--- config.mk ---
export PLATFORM = sky130hd
export DESIGN_NAME = ising_spin_update_flat
export DESIGN_NICKNAME = d
export VERILOG_FILES = /design/src/rtl/ising_spin_update_pkg.sv /design/src/rtl/ising_spin_update_if.sv /design/src/rtl/ising_spin_update_lfsr.sv /design/src/rtl/ising_spin_update.sv /design/src/flat_wrapper.sv
export SDC_FILE = /design/constraint.sdc
export NUM_CORES = 1
export LEC_CHECK = 0
export CAP_MARGIN = 10
export CORE_MARGIN = 2
export CORE_UTILIZATION = 39
export CTS_BUF_LIST = sky130_fd_sc_hd__clkbuf_4
export CTS_CLUSTER_SIZE = 30
export DETAILED_ROUTE_END_ITERATION = 10
export PLACE_DENSITY_LB_ADDON = 0.05
export SLEW_MARGIN = 20
export SYNTH_ARGS = -nofsm -noshare
export SYNTH_HDL_FRONTEND = slang
export SYNTH_SLANG_ARGS = --single-unit
--- constraint.sdc ---
create_clock -name clk -period 4.3 [get_ports clk]
set_input_delay 1.29 -clock clk [delete_from_list [all_inputs] [get_ports clk]]
set_output_delay 1.29 -clock clk [all_outputs]
set_load 0.01 [all_outputs]
--- src/rtl/ising_spin_update_pkg.sv ---
// Shared types and constants for the Ising spin-update sampler.
// Holds FSM encoding, LFSR polynomial and width helpers.
package ising_spin_update_pkg;

    typedef enum logic [1:0] {
        ST_IDLE    = 2'd0,
        ST_CAPTURE = 2'd1,
        ST_SAMPLE  = 2'd2,
        ST_DONE    = 2'd3
    } state_e;

    localparam logic [31:0] LFSR_POLY    = 32'h80200003;
    localparam int          DEF_DATABITS = 32;

    // Width that holds field + noise without overflow.
    function automatic int sum_width(input int databits);
        return ((databits > 32) ? databits : 32) + 1;
    endfunction

    // One Galois step of x^32+x^22+x^2+x+1.
    function automatic logic [31:0] lfsr_step(input logic [31:0] s);
        return s[0] ? ((s >> 1) ^ LFSR_POLY) : (s >> 1);
    endfunction

endpackage

--- src/rtl/ising_spin_update_if.sv ---
// Field/spin bus between the multiplier and the spin-update sampler.
// master drives fields and noise controls, slave returns spins.
interface ising_spin_update_if #(
    parameter int N         = 2,
    parameter int DATABITS  = 32,
    parameter int ITER_BITS = 16
);
    logic [DATABITS*N-1:0] field_in;
    logic                  field_valid;
    logic                  noise_en;
    logic [4:0]            noise_shift;
    logic [N-1:0]          spins;
    logic                  spins_valid;
    logic [DATABITS-1:0]   mm_start;
    logic                  busy;
    logic [ITER_BITS-1:0]  iter_count;

    modport master (
        output field_in, field_valid, noise_en, noise_shift,
        input  spins, spins_valid, mm_start, busy, iter_count
    );

    modport slave (
        input  field_in, field_valid, noise_en, noise_shift,
        output spins, spins_valid, mm_start, busy, iter_count
    );
endinterface

--- src/rtl/ising_spin_update_lfsr.sv ---
// 32-bit Galois LFSR noise source, advanced only on step_i.
// A zero seed would lock up, so it is replaced by 1.
module ising_lfsr32
    import ising_spin_update_pkg::*;
#(
    parameter logic [31:0] SEED = 32'h1
) (
    input  logic        clk,
    input  logic        rst,
    input  logic        step_i,
    output logic [31:0] state_o
);
    localparam logic [31:0] INIT = (SEED == 32'h0) ? 32'h1 : SEED;

    logic [31:0] state_q;

    // Advance one polynomial step per enabled cycle.
    always_ff @(posedge clk or posedge rst) begin
        if (rst) begin
            state_q <= INIT;
        end else if (step_i) begin
            state_q <= lfsr_step(state_q);
        end
    end

    assign state_o = state_q;
endmodule

--- src/rtl/ising_spin_update.sv ---
// Row-by-row spin sampler: field + LFSR noise, thresholded into
// a shadow vector that is committed to spins all at once.
module ising_spin_update
    import ising_spin_update_pkg::*;
#(
    parameter int           N         = 2,
    parameter int           DATABITS  = DEF_DATABITS,
    parameter logic [N-1:0] SPIN_INIT = '1,
    parameter logic [31:0]  SEED      = 32'h1,
    parameter int           ITER_BITS = 16
) (
    input logic                 clk,
    input logic                 rst,
    ising_spin_update_if.slave  bus_if
);
    localparam int SW = sum_width(DATABITS);
    localparam int RW = (N > 1) ? $clog2(N) : 1;
    localparam logic [RW-1:0] LAST_ROW = RW'(N - 1);

    state_e                state_q;
    logic [DATABITS*N-1:0] field_q;
    logic [N-1:0]          shadow_q;
    logic [N-1:0]          shadow_d;
    logic [N-1:0]          spins_q;
    logic [RW-1:0]         r_q;
    logic                  spins_valid_q;
    logic [DATABITS-1:0]   mm_start_q;
    logic                  busy_q;
    logic [ITER_BITS-1:0]  iter_q;

    logic [31:0]           lfsr_w;
    logic [31:0]           lfsr_nx;
    logic signed [31:0]    noise;
    logic [DATABITS-1:0]   h_r;
    logic [SW-1:0]         sum;

    ising_lfsr32 #(.SEED(SEED)) u_lfsr (
        .clk     (clk),
        .rst     (rst),
        .step_i  (state_q == ST_SAMPLE),
        .state_o (lfsr_w)
    );

    // Each row sees the LFSR word produced by this cycle's step.
    assign lfsr_nx = lfsr_step(lfsr_w);
    assign noise   = bus_if.noise_en
                   ? ($signed(lfsr_nx) >>> bus_if.noise_shift)
                   : 32'sd0;
    assign h_r     = field_q[int'(r_q)*DATABITS +: DATABITS];
    assign sum     = {{(SW-DATABITS){h_r[DATABITS-1]}}, h_r}
                   + {{(SW-32){noise[31]}}, noise};

    // Threshold current row into the shadow; a zero sum keeps the bit.
    always_comb begin
        shadow_d = shadow_q;
        if (sum != '0) begin
            shadow_d[r_q] = ~sum[SW-1];
        end
    end

    // Sampler FSM with registered outputs.
    always_ff @(posedge clk or posedge rst) begin
        if (rst) begin
            state_q       <= ST_IDLE;
            field_q       <= '0;
            shadow_q      <= '0;
            spins_q       <= SPIN_INIT;
            r_q           <= '0;
            spins_valid_q <= 1'b0;
            mm_start_q    <= '0;
            busy_q        <= 1'b0;
            iter_q        <= '0;
        end else begin
            unique case (state_q)
                ST_IDLE: begin
                    if (bus_if.field_valid) begin
                        field_q <= bus_if.field_in;
                        busy_q  <= 1'b1;
                        state_q <= ST_CAPTURE;
                    end
                end
                ST_CAPTURE: begin
                    r_q      <= '0;
                    shadow_q <= spins_q;
                    state_q  <= ST_SAMPLE;
                end
                ST_SAMPLE: begin
                    shadow_q <= shadow_d;
                    if (r_q == LAST_ROW) begin
                        spins_q       <= shadow_d;
                        spins_valid_q <= 1'b1;
                        mm_start_q    <= DATABITS'(1);
                        iter_q        <= iter_q + 1'b1;
                        busy_q        <= 1'b0;
                        state_q       <= ST_DONE;
                    end else begin
                        r_q <= r_q + 1'b1;
                    end
                end
                ST_DONE: begin
                    spins_valid_q <= 1'b0;
                    mm_start_q    <= '0;
                    state_q       <= ST_IDLE;
                end
                default: state_q <= ST_IDLE;
            endcase
        end
    end

    assign bus_if.spins       = spins_q;
    assign bus_if.spins_valid = spins_valid_q;
    assign bus_if.mm_start    = mm_start_q;
    assign bus_if.busy        = busy_q;
    assign bus_if.iter_count  = iter_q;
endmodule
--- src/flat_wrapper.sv ---
// flat-port wrapper written by rule: the top's interface ports become plain ports
module ising_spin_update_flat import ising_spin_update_pkg::*;
#(
    parameter int           N         = 2,
    parameter int           DATABITS  = DEF_DATABITS,
    parameter logic [N-1:0] SPIN_INIT = '1,
    parameter logic [31:0]  SEED      = 32'h1,
    parameter int           ITER_BITS = 16
)
  (clk, rst, bus_if_field_in, bus_if_field_valid, bus_if_noise_en, bus_if_noise_shift, bus_if_spins, bus_if_spins_valid, bus_if_mm_start, bus_if_busy, bus_if_iter_count);
  ising_spin_update_if #(.N(N), .DATABITS(DATABITS), .ITER_BITS(ITER_BITS)) bus_if_i ();
  input logic clk;
  input logic rst;
  input wire logic [$bits(bus_if_i.field_in)-1:0] bus_if_field_in;
  input wire logic [$bits(bus_if_i.field_valid)-1:0] bus_if_field_valid;
  input wire logic [$bits(bus_if_i.noise_en)-1:0] bus_if_noise_en;
  input wire logic [$bits(bus_if_i.noise_shift)-1:0] bus_if_noise_shift;
  output wire logic [$bits(bus_if_i.spins)-1:0] bus_if_spins;
  output wire logic [$bits(bus_if_i.spins_valid)-1:0] bus_if_spins_valid;
  output wire logic [$bits(bus_if_i.mm_start)-1:0] bus_if_mm_start;
  output wire logic [$bits(bus_if_i.busy)-1:0] bus_if_busy;
  output wire logic [$bits(bus_if_i.iter_count)-1:0] bus_if_iter_count;
  assign bus_if_i.field_in = bus_if_field_in;
  assign bus_if_i.field_valid = bus_if_field_valid;
  assign bus_if_i.noise_en = bus_if_noise_en;
  assign bus_if_i.noise_shift = bus_if_noise_shift;
  assign bus_if_spins = bus_if_i.spins;
  assign bus_if_spins_valid = bus_if_i.spins_valid;
  assign bus_if_mm_start = bus_if_i.mm_start;
  assign bus_if_busy = bus_if_i.busy;
  assign bus_if_iter_count = bus_if_i.iter_count;
  ising_spin_update #(.N(N), .DATABITS(DATABITS), .SPIN_INIT(SPIN_INIT), .SEED(SEED), .ITER_BITS(ITER_BITS)) u_core (.clk(clk), .rst(rst), .bus_if(bus_if_i));
endmodule
==> impl_metrics.py <==
metrics = {
    "status": {
        "status": "complete, but fails checks",
        "violations": "negative setup slack",
    },
    "timing": {
        "fin_crit_ns": 5.10,
        "whs_ns": 0.475,
        "fmax_mhz": 196,
        "setup_viol": 3,
        "finalCritPeriodShare_pct": 119,
        "slew-limit-headroom_pct": 49.5,
        "hold_violations": 0,
        "tightest_slew_ns": 0.756,
        "setup_ws_ns": -0.798,
        "rsz0062_at_grt": "yes",
        "clock_skew_ns": 0.0300,
        "finalMaxSlewViolations": 0,
        "tns_ns": -2.28,
    },
    "finish": {
        "multiInputGateArea_mm2": 0.00627,
        "fillers": 2034,
        "register_area_mm2": 0.00303,
        "layout.cells.non_filler": 1578,
        "syn_to_final_growth_pct": 45.6,
        "num-nets-final": 1362,
        "fin_util_pct": 58.3,
        "drive_gt1_share_pct": 44.2,
    },
    "synth": {
        "synthCells": 948,
        "synth_edf_count": 0,
        "synth.most_common_cell": "mux2_2",
        "syn-cell-area_mm2": 0.00913,
        "yosysTopAreaCell": "dfrtp_1",
        "yosys_warnings": 0,
        "yosysTopAreaCellShare_pct": 32.3,
        "synthArstFlopShare_pct": 100,
        "ys_ff_latch": 121,
        "synth_cell_types": 75,
        "synth_ff_type": "dfrtp_1",
        "synthTopCellsByCount": "mux2_2 (137), dfrtp_1 (118), nor2_1 (74)",
        "synth_area_per_cell_um2": 9.63,
        "yosys-top-cells-area": "dfrtp_1 (32%), mux2_2 (17%), ha_1 (5.1%)",
        "seq_area_frac_synth_pct": 33.2,
    },
    "worst_setup_path": {
        "r2r-end": "u_core.shadow_q[0]$_DFFE_PP0P_",
        "crit_type": "input pin to flip-flop",
        "slowest_delay_ns": 0.57,
        "cp.arrival_ns": 5.57,
        "reg2reg_from": "u_core.u_lfsr.state_o[0]$_DFFE_PP1P_",
        "rrSetupSlack_ns": -0.63,
        "cp_slowest_cell": "mux4_2",
        "crit_chain": "buf_12 -> buf_12 -> mux4_2 -> mux2i_2 -> a211oi_2 -> a21oi_2 -> nor2b_2 -> ha_1 -> buf_6 -> nand2_1 -> o211ai_1 -> or3b_4 -> o21ai_4 -> buf_4 -> o31ai_1 -> a211o_1 -> nor4_2 -> buf_4 -> a41oi_2 -> o21a_1 -> o22a_1",
        "start_kind": "input pin",
        "end_kind": "flip-flop",
        "reg2reg_depth": 21,
        "cp_max_fo": 5,
        "critPathRequiredTime_ns": 4.77,
    },
    "floorplanning": {
        "die_w_um": 157,
        "dieArea_mm2": 0.0246,
        "dieHeight_um": 157,
        "core-area_mm2": 0.0228,
        "rows": 55,
        "ios": 125,
        "start_util_pct": 40.1,
    },
    "pwr": {
        "clkPwrFrac_pct": 9.3,
        "p_per_area_mw_per_mm2": 712,
        "combPwrFrac_pct": 69.6,
        "pwr-share-seq_pct": 21.0,
        "internal_power_mw": 5.36,
        "sw_frac_of_total_pct": 43.3,
        "ir_worst_vdd_uv": 353,
        "switching_power_mw": 4.10,
        "p_leak_nw": 5.77,
    },
    "clock_network": {
        "clock_latency_ns": 0.59,
        "clk_path_buf_depth": 2,
        "clock_sinks": 121,
        "hold_buffers": 0,
        "htree_levels": 4,
        "clock-root-buffer": "clkbuf_4",
        "clk_pin_slew_ns": 0.16,
        "cts_tree": "built",
        "cts_made_buffers": 17,
    },
    "route": {
        "viasPerCell": 5.21,
        "detail-route-antenna-nets": 0,
        "finalWirelength_mm": 27.9,
        "dr.pass1.iters": 5,
        "drtIter0Drc": 389,
        "drc": 0,
        "vias": 8222,
        "wire_per_inst_um": 17.7,
    },
    "placement": {
        "place_inst": 1505,
        "hpwl_mm": 20.6,
        "gp_congestion": 0.929,
        "portBuffers": 93,
    },
    "worst_hold_path": {
        "min_from": "u_core.bus_if.iter_count[15]$_DFFE_PP0P_",
        "hold_class": "flip-flop to flip-flop",
        "hold_end": "u_core.bus_if.iter_count[15]$_DFFE_PP0P_",
        "whs_path_depth": 1,
    },
    "global_route": {
        "grt-ovfl-total": 0,
        "grt_pass1_wl_mm": 42.9,
        "grt_pass1_vias": 8091,
        "antenna_found_initial": 1,
        "grt_usage_pct": 22.5,
        "grt_max_degree": 62,
    },
    "flow_run": {
        "drv_cap": 0,
    },
}
==> registers in the layout (all words and copies together) (netlist names) <==
signal                    flops
u_core.field_q               64
u_core.state_q                2
u_core.bus_if.busy            1
u_core.bus_if.iter_count     16
u_core.r_q                    1
u_core.bus_if.mm_start        1
u_core.bus_if.spins           2
u_core.shadow_q               2
u_core.u_lfsr.state_o        32
==> worst max path at each step <==
stage                                startpoint                              to  cells past startpoint
after floorplan           bus_if_noise_shift[0]  u_core.shadow_q[0]$_DFFE_PP0P_                     19
after global placement    bus_if_noise_shift[1]  u_core.shadow_q[0]$_DFFE_PP0P_                     21
after detailed placement  bus_if_noise_shift[1]  u_core.shadow_q[0]$_DFFE_PP0P_                     22
after CTS                 bus_if_noise_shift[1]  u_core.shadow_q[0]$_DFFE_PP0P_                     24
after global routing      bus_if_noise_shift[1]  u_core.shadow_q[0]$_DFFE_PP0P_                     25
final                     bus_if_noise_shift[0]  u_core.shadow_q[0]$_DFFE_PP0P_                     21
==> cells by family after synthesis <==
group           share of synthesized area (%)
mux                                      23.6
compound gates                           16.1
xor+xnor                                 2.88
other cells                            0.0411
fa+ha+maj                                5.29
simple gates                             12.4
flops                                    33.2
buf+inv                                  6.41
==> power groups by stage <==
stage / Sequential, mW / Clock [mW] / Combinational, mW
floorplan: 1.89 / 0 / 3.49
global placement: 1.98 / 0 / 5.76
detailed placement: 2.00 / 0 / 5.78
CTS: 1.98 / 0.915 / 6.18
global route: 2.05 / 0.957 / 7.11
finish: 1.99 / 0.881 / 6.59
==> final cells by class <==
type	instances	area share (%)
diodes	1	0.0188
repair buffers	346	24.0
clock buffers	17	0.960
well taps	313	2.95
multi-input cells	740	47.2
clock inverters	15	1.28
flip-flops and latches	121	22.8
inverters	25	0.753
==> cell usage in the layout (no fill, tap or decap), drive strengths merged, types with 20 or more instances in the layout <==
cell and instances:
clkdlybuf4s50 90, o21ai 49, buf 250, a21oi 61, inv 34, xnor2 22
ha 37, mux2i 34, a211oi 22, dfrtp 118, mux2 137, nor2b 20
nand2 65, clkbuf 20, conb 31, nor2 74
==> routing by layer <==
layer | global-route usage (%) | part of all wire, % | vias to the layer above
met2 | 38.2 | 50 | 188
met4 | 8.65 | 2.6 | 0
li1 | - | - | 4020
met1 | 29.2 | 44 | 3976
met5 | 0 | 0 | -
met3 | 3.19 | 3.7 | 38
==> worst max-delay path: cells and delay by family <==
| kind | cells | cell delay [ns] |
|---|---|---|
| simple gates | 4 | 0.87 |
| compound gates | 9 | 1.57 |
| mux | 2 | 0.82 |
| fa+ha+maj | 1 | 0.32 |
| buf+inv | 5 | 0.68 |
==> through the flow <==
stage                     area [um2]  worst slack [ns]  power, mW
after floorplan                 9320            -0.852       5.37
after global placement         11900             -1.91       7.74
after detailed placement       11900             -1.91       7.78
after CTS                      12700            -0.668       9.07
after global routing           13300            -0.931       10.1
final                          13300            -0.798       9.46
==> what timing repair did <==
item / 4_1_cts / 5_1_grt
cloned: 3 / 3
setup endpoints to repair: 3 / 3
endpoints found under the hold margin: 0 / 0
gates resized for setup: 106 / 76
pin swaps: 23 / 35
buffers inserted: 13 / 23
No activity file was read; power rests on OpenSTA's default activity.
